File: src/rtl/bcd_display_sequencer.sv
// -----------------------------------------------------------------------------
// bcd_display_sequencer
//
// Converts a 32-bit two's-complement operand into sign + BCD digits with the
// shift-and-add-3 (double dabble) algorithm, one magnitude bit per clock, and
// drives an 8-position multiplexed seven-segment display from the committed
// result. Position 7 carries the sign; positions 0..6 carry d0..d6.
//
// Optional feature macro: BCD_LZB_EN
//   defined   -> leading-zero blanking on positions 1..6
//   undefined -> every digit position always shows its digit
//
// Parameters:
//   SCAN_DIV  clocks each display position stays enabled (>= 2)
//
// Ports:
//   clk       in   system clock, rising-edge
//   reset     in   synchronous active-high reset
//   start     in   request a conversion (honoured only while ready = 1)
//   value     in   32-bit two's-complement operand, sampled on the accept edge
//   ready     out  high while idle
//   done      out  one-cycle pulse when d0..d6/negative/ovf were just updated
//   negative  out  committed sign of the last operand
//   ovf       out  committed |value| > 9,999,999
//   d0..d6    out  committed BCD digits, d0 least significant
//   an        out  active-low one-hot position enable (bit 7 = sign)
//   seg       out  active-low segments, order gfedcba
// -----------------------------------------------------------------------------
module bcd_display_sequencer #(
    parameter int SCAN_DIV = 50000
) (
    input  logic        clk,
    input  logic        reset,
    input  logic        start,
    input  logic [31:0] value,
    output logic        ready,
    output logic        done,
    output logic        negative,
    output logic        ovf,
    output logic [3:0]  d0,
    output logic [3:0]  d1,
    output logic [3:0]  d2,
    output logic [3:0]  d3,
    output logic [3:0]  d4,
    output logic [3:0]  d5,
    output logic [3:0]  d6,
    output logic [7:0]  an,
    output logic [6:0]  seg
);

    localparam int DIV_W = (SCAN_DIV > 1) ? $clog2(SCAN_DIV) : 1;
    localparam logic [DIV_W-1:0] DIV_LAST = DIV_W'(SCAN_DIV - 1);

    typedef enum logic {
        ST_IDLE = 1'b0,
        ST_CONV = 1'b1
    } state_t;

    // ------------------------------------------------------------------
    // Conversion datapath state
    // ------------------------------------------------------------------
    state_t      r_state;
    logic [31:0] r_mag;
    logic [39:0] r_bcd;
    logic [4:0]  r_cnt;
    logic        r_sign;

    // Committed, externally visible results
    logic        r_ready;
    logic        r_done;
    logic        r_neg;
    logic        r_ovf;
    logic [27:0] r_digits;      // {d6, d5, ..., d0}

    // Add-3 correction applied to every nibble before the shift
    logic [39:0] w_bcd_adj;
    logic [39:0] w_bcd_shift;

    generate
        for (genvar gi = 0; gi < 10; gi++) begin : g_add3
            assign w_bcd_adj[gi*4 +: 4] = (r_bcd[gi*4 +: 4] >= 4'd5)
                                        ? (r_bcd[gi*4 +: 4] + 4'd3)
                                        : r_bcd[gi*4 +: 4];
        end
    endgenerate

    assign w_bcd_shift = {w_bcd_adj[38:0], r_mag[31]};

    always_ff @(posedge clk) begin
        if (reset) begin
            r_state  <= ST_IDLE;
            r_mag    <= 32'd0;
            r_bcd    <= 40'd0;
            r_cnt    <= 5'd0;
            r_sign   <= 1'b0;
            r_ready  <= 1'b1;
            r_done   <= 1'b0;
            r_neg    <= 1'b0;
            r_ovf    <= 1'b0;
            r_digits <= 28'd0;
        end else begin
            r_done <= 1'b0;
            case (r_state)
                ST_IDLE: begin
                    if (start) begin
                        // 0x80000000 negates to itself, which is the correct
                        // unsigned magnitude 2147483648.
                        r_mag   <= value[31] ? (~value + 32'd1) : value;
                        r_sign  <= value[31];
                        r_bcd   <= 40'd0;
                        r_cnt   <= 5'd31;
                        r_ready <= 1'b0;
                        r_state <= ST_CONV;
                    end
                end
                ST_CONV: begin
                    r_bcd <= w_bcd_shift;
                    r_mag <= {r_mag[30:0], 1'b0};
                    r_cnt <= r_cnt - 5'd1;
                    if (r_cnt == 5'd0) begin
                        // Commit from the final shifted value so the result
                        // appears on the same edge as the last shift.
                        r_digits <= w_bcd_shift[27:0];
                        r_ovf    <= |w_bcd_shift[39:28];
                        r_neg    <= r_sign;
                        r_done   <= 1'b1;
                        r_ready  <= 1'b1;
                        r_state  <= ST_IDLE;
                    end
                end
                default: begin
                    r_state <= ST_IDLE;
                    r_ready <= 1'b1;
                end
            endcase
        end
    end

    // ------------------------------------------------------------------
    // Display scan: free-running divider and position counter
    // ------------------------------------------------------------------
    logic [DIV_W-1:0] r_div;
    logic [2:0]       r_pos;

    always_ff @(posedge clk) begin
        if (reset) begin
            r_div <= '0;
            r_pos <= 3'd0;
        end else if (r_div == DIV_LAST) begin
            r_div <= '0;
            r_pos <= r_pos + 3'd1;   // wraps 7 -> 0
        end else begin
            r_div <= r_div + 1'b1;
        end
    end

    // Top nibble padded so the position index never leaves the vector
    logic [31:0] w_dig_flat;
    logic [3:0]  w_dig_sel;
    logic        w_blank;

    assign w_dig_flat = {4'h0, r_digits};
    assign w_dig_sel  = w_dig_flat[{r_pos, 2'b00} +: 4];

`ifdef BCD_LZB_EN
    // w_lead_zero[p] = digit p and every higher digit are zero.
    logic [7:0] w_lead_zero;

    assign w_lead_zero[7] = 1'b1;
    generate
        for (genvar gi = 0; gi < 7; gi++) begin : g_lzb
            assign w_lead_zero[gi] = ~|r_digits[27:gi*4];
        end
    endgenerate

    assign w_blank = (r_pos != 3'd0) && w_lead_zero[r_pos];
`else
    assign w_blank = 1'b0;
`endif

    function automatic logic [6:0] seg_decode(input logic [3:0] digit);
        case (digit)
            4'd0:    seg_decode = 7'h40;
            4'd1:    seg_decode = 7'h79;
            4'd2:    seg_decode = 7'h24;
            4'd3:    seg_decode = 7'h30;
            4'd4:    seg_decode = 7'h19;
            4'd5:    seg_decode = 7'h12;
            4'd6:    seg_decode = 7'h02;
            4'd7:    seg_decode = 7'h78;
            4'd8:    seg_decode = 7'h00;
            4'd9:    seg_decode = 7'h10;
            default: seg_decode = 7'h7F;
        endcase
    endfunction

    always_comb begin
        seg = 7'h7F;
        if (r_pos == 3'd7) begin
            seg = r_neg ? 7'b0111111 : 7'h7F;
        end else if (!w_blank) begin
            seg = seg_decode(w_dig_sel);
        end
    end

    assign an = ~(8'b0000_0001 << r_pos);

    assign ready    = r_ready;
    assign done     = r_done;
    assign negative = r_neg;
    assign ovf      = r_ovf;
    assign d0       = r_digits[3:0];
    assign d1       = r_digits[7:4];
    assign d2       = r_digits[11:8];
    assign d3       = r_digits[15:12];
    assign d4       = r_digits[19:16];
    assign d5       = r_digits[23:20];
    assign d6       = r_digits[27:24];

endmodule

File: config.mk
export PLATFORM = sky130hd
export DESIGN_NAME = bcd_display_sequencer
export DESIGN_NICKNAME = d
export VERILOG_FILES = /design/src/rtl/bcd_display_sequencer.sv
export SDC_FILE = /design/constraint.sdc
export NUM_CORES = 1
export LEC_CHECK = 0
export CORE_AREA = 2 2 119 121
export DETAILED_ROUTE_END_ITERATION = 12
export DIE_AREA = 0 0 121 123
export PLACE_DENSITY = 0.76
export SYNTH_ARGS = -nofsm -noshare
export SYNTH_HDL_FRONTEND = slang
export SYNTH_SLANG_ARGS = --single-unit
File: constraint.sdc
create_clock -name clk -period 3.4 [get_ports clk]
set_input_delay 0.68 -clock clk [delete_from_list [all_inputs] [get_ports clk]]
set_output_delay 0.68 -clock clk [all_outputs]
set_load 0.02 [all_outputs]
# Word-level counts from Yosys, hierarchy flattened
# Memories as Yosys holds them, arrays and structs flattened.
# Index checks and enable logic that the tools add are counted.
[totals] wordCells=79 out_inout_bits=47 romBits=112 memories=1 register_bits=130
[mem_list] memory="(name not given)" depth=16 word_bits=7 rd=1 rd_ports_with_merged_regs=0 write_ports=0 line_no="182" rtl="case (digit)"
[classes] eq_ne=4 magnitude_cmp=10 bitwise_logic=3 muxes=26 reduce_logical=7 shifts=2 n_addsub=14
[op_table] cell="case mux 40 bit (2 select lines)" n=1
[op_table] cell="two-way mux 32 bit" n=2
[op_table] cell="case mux 32 bit (2 select lines)" n=1
[op_table] cell="greater-or-equal comparator 4 x 3 -> 1 bit (second input constant)" n=10
[op_table] cell="two-way mux 40 bit" n=1
[op_table] cell="adder 4 x 2 -> 4 bit (second input constant)" n=9
[op_table] cell="two-way mux 4 bit" n=9
[op_table] cell="adder 32 x 1 -> 32 bit (second input constant)" n=1
[op_table] cell="NOT 32 bit" n=1
[op_table] cell="indexed part select 32 x 6 -> 4 bit" n=1
[op_table] cell="adder 16 x 1 -> 16 bit (second input constant)" n=1
[op_table] cell="== test 16 bit (second input constant)" n=1
[op_table] cell="two-way mux 7 bit" n=2
[op_table] cell="OR reduction 12 bit" n=1
[op_table] cell="case mux 5 bit (2 select lines)" n=1
[op_table] cell="NOT 8 bit" n=1
[op_table] cell="left shift 1 x 3 -> 8 bit (first input constant)" n=1
[op_table] cell="AND reduction 2 bit" n=3
[op_table] cell="logical NOT 5 bit" n=1
[op_table] cell="two-way mux 1 bit" n=5
[op_table] cell="two-way mux 5 bit" n=1
[op_table] cell="subtractor 5 x 1 -> 5 bit (second input constant)" n=1
[op_table] cell="case mux 1 bit (2 select lines)" n=2
[op_table] cell="OR reduction 2 bit" n=2
[op_table] cell="other kinds (7)" n=7

# Depth between registers and ports, before layout
[depth] word_depth=5 ltp_mapped=9

# Least setup slack after synthesis
# OpenSTA, ideal clock, no wires.
[synth_path] kind="reg2out" start="register r_pos[1]" end="output port seg[4]" path_buffers=1 arrival_ps=2238 stages_incl_launch_ff=8 required_time_ps=2720 slack_ps=482 cell_sequence="dfxtp_1 > clkbuf_1 > mux2_2 > a221o_1 > nand2_1 > inv_1 > ha_1 > a32oi_1"
[synth_via] elab_chain_cells=3 word_cells_on_any_way=4
[synth_lines] item="start: declaration" line_no="143" rtl="logic [2:0] r_pos;"
[synth_lines] item="start signal: assignment" line_no="151" rtl="r_pos <= r_pos + 3'd1;"
[synth_lines] item="indexed part select 32 x 6 -> 4 bit" line_no="163" rtl="assign w_dig_sel = w_dig_flat[{r_pos, 2'b00} +: 4];"
[synth_lines] item="memory read (16 x 7 bit)"
[synth_lines] item="two-way mux 7 bit (*)" line_no="199" rtl="if (r_pos == 3'd7) begin"
[synth_lines] item="end: declaration" line_no="48" rtl="output logic [6:0] seg"
# Every way passes the cells marked *; elsewhere a longest branch is shown, timed or not.

# Final worst setup path
[layout_path] start="register r_pos[1]" end="output port seg[5]"
# Same word-level chain as after synthesis.

==> impl_results.md <==
* Status: completed
* Critical Path Max Stage Delay at 0.35 ns
* Final wirelength at 16.5 mm
* List of most frequent post-synthesis cells: dfxtp_1, a21oi_1, nor2_1
* Vias in the first global route at 5901
* Peak supply drop at 0.321 mV
* Cts bufs inserted at 17
* Crit. Startpoint: r_pos[1]$_SDFFE_PP0P_
* First-pass GRT wire length at 27.7 mm
* Max Slew Vio Count at 0
* Synthesized net count at 1002
* Vias/cell at 5.57
* Slowest stage cell, crit path: dfxtp_2
* Crit-path leading delay family: buffers and inverters
* Cells taking the most area after synthesis: dfxtp_1, a21oi_1, ha_1
* P_leak at 3.32 nW
* Initial drt markers at 408
* Reg area at 2610 um2
* H-tree lvl count at 4
* Clock root cell: clkbuf_16
* Gate Count Post-Synth at 933
* Share of the synthesized area in the top cell type at 0.354
* WL/cell at 14.0 um
* Clk pin slew, worst setup/hold paths at 0.06 ns
* Routability cong. at 0.903
* Core Area at 13600 um2
* RSZ-0062 raised after global routing: false
* Worst hold start: r_mag[5]$_SDFFE_PP0P_
* Count of cell types in the netlist at 53
* Post-synthesis sequential area ratio at 0.354
* Worst EP required at 2.72 ns
* FP Rows at 43
* Die height at 123 um
* Critical Path Start Type: flop
* Initial Utilization at 0.540
* Worst Path Arrival at 2.58 ns
* Die X at 121 um
* CTS Hold Buffers Added at 0
* GRT overflow at 0
* Largest net degree at the start of global routing at 74
* I/O pins at 82
* Layout net count at 1058
* Mapped cell area at 7350 um2
* FF-to-FF Start: r_cnt[0]$_SDFFE_PP0P_
* Slew headroom at 0.590
* FFs w/ async S/R, synth at 0
* Cell with the most instances on the worst path: buf_4
* Ant. Diodes at 0
* Antenna violations before repair at 0
* Layout cells sized above 1 at 0.0739
* TritonCTS clock tree: built
* Final setup fails at 0
* Buf+Inv Stages, Crit Path at 3
* Period utilization at 0.958
* Crit end category: primary output
* Setup TNS at 0 ns
* Worst-path maximum fanout at 7
* Fin. Hold Viols at 0
* Least-Margin Pin Slew at 0.615 ns
* Maxcap violations at 0
* Pwr per Cell Area at 432 nW/um2
* Vias at 6587
* Post-synth top area cell: dfxtp_1
* Min-delay worst type: reg -> reg
* Die Area at 14900 um2
* F_max at 307 MHz
* Clock sinks at 130
* Post-layout util at 0.654
* CP cell instances: buf_4, nor2b_1, a221oi_1, a221oi_2, buf_4, mux2_2, a22oi_1, dlygate4sd2_1
* Most used DFF post-synth: dfxtp_1
* Synthesized flop and latch total at 130
* GRT Util Overall at 0.227
* Top-count cell post-synth: dfxtp_1
* Number of flops mapped to enable cells by yosys at 0
* Fillers at 1196
* Max Root-Sink Buffers at 2
* # port buffers at 81
* Kind of critical path: reg -> out
* Syn Area/Cell at 7.87 um2
* Worst-skew pair later-pin latency at 0.43 ns
* Drt pass-1 iters at 5
* HPWL Detailed at 11.3 mm
* Drt drc at 0
* Min cycle time layout at 3.26 ns
* Final ANT Viol Nets at 0
* Syn-to-layout area delta at 21.2%
* Setup Skew at 0.0167 ns
* Multi-input logic area at 4370 um2
* Ys Warns at 0
==> per-stage QoR <==
step	worst slack [ns]	power, mW	hold slack, ns	instance area, um2	instances
after CTS	0.00294	3.87	0.458	8900	1181
final	0.142	3.84	0.457	8910	1182
after global placement	0.239	1.99	0.444	8270	1147
after floorplan	0.482	1.88	0.430	7350	933
after global routing	0.0277	3.98	0.490	8910	1182
after detailed placement	0.198	2.00	0.444	8270	1147
==> routing by layer <==
layer	share of wire	vias up	track usage
met1	0.48	3054	0.296
met2	0.47	140	0.379
li1	-	3380	-
met4	0.010	0	0.0640
met5	0	-	0
met3	0.042	13	0.0494
==> power breakdown <==
group	switching, mW	leakage, nW	internal, mW
Combinational	0.196	1.97	0.152
Clock	0.684	0.297	1.19
Sequential	0.0451	1.06	1.58
==> cell usage in the layout (no fill, tap or decap), types with 3 or more instances in the layout <==
master	count
nor4_1	6
o211ai_1	4
a31oi_1	5
o41ai_2	5
nor2b_1	6
a211o_1	5
dfxtp_1	127
or2_2	4
a21oi_1	104
a22oi_1	5
nor3_1	39
bufinv_16	3
or3_1	6
xnor2_1	24
xor2_1	28
clkdlybuf4s50_1	72
mux2i_1	28
o22ai_1	22
buf_4	16
nand3_1	14
dlygate4sd2_1	5
nand4_1	3
a311oi_1	4
nor3b_1	41
inv_1	37
nand2b_1	23
clkbuf_16	17
ha_1	34
or4_1	4
a211oi_1	8
o21ai_0	35
mux2_2	5
o31ai_1	9
clkinv_4	4
nor2_1	101
or3b_2	3
and3_1	5
nand2_1	99
nand3b_1	3
==> final timing paths <==
path                                             endpoint  slack [ns]  depth (start not counted)
worst max-delay path                               seg[5]        0.14                          8
worst min-delay path                r_mag[6]$_SDFFE_PP0P_        0.46                          2
worst max register to register  r_digits[23]$_SDFFE_PP0P_        1.43                          7
worst min register to register      r_mag[6]$_SDFFE_PP0P_        0.46                          2
==> logic make-up (layout without fill, tap and decap cells) <==
logic type               Yosys count  in the layout  share of synthesized area
multiplexers                      33             33                     0.0458
AO/OA/AOI/OAI                    223            223                      0.186
XOR/XNOR                          52             52                     0.0620
buffers and inverters             98            167                     0.0514
adder cells (fa/ha/maj)           34             34                     0.0579
flip-flops                       130            130                      0.354
AND/OR/NAND/NOR                  363            363                      0.242
==> repair_timing <==
action                                  in CTS  in global routing
resized for setup                            9                  6
endpoints found under the setup margin       7                  5
setup buffers                                2                  1
==> tightest hold or removal path, delay by kind of cell (launching register included) <==
kind            cells  cell delay, ns
simple gates        1            0.05
flops               1            0.31
compound gates      1            0.05
==> layout make-up <==
| type | count | share of cell area |
|---|---|---|
| Clock inverter | 12 | 0.0176 |
| Sequential cell | 130 | 0.293 |
| Timing Repair Buffer | 98 | 0.106 |
| Multi-Input combinational cell | 705 | 0.491 |
| Inverter | 37 | 0.0156 |
| Clock buffer | 20 | 0.0513 |
| Tap cell | 180 | 0.0253 |
==> registers in the layout, summed over array words and instances (netlist names), 3 cells and up <==
signal,cells
r_bcd,40
r_mag,32
r_digits,28
r_div,16
r_cnt,5
r_pos,3
Power figures use the tool's default switching activity.
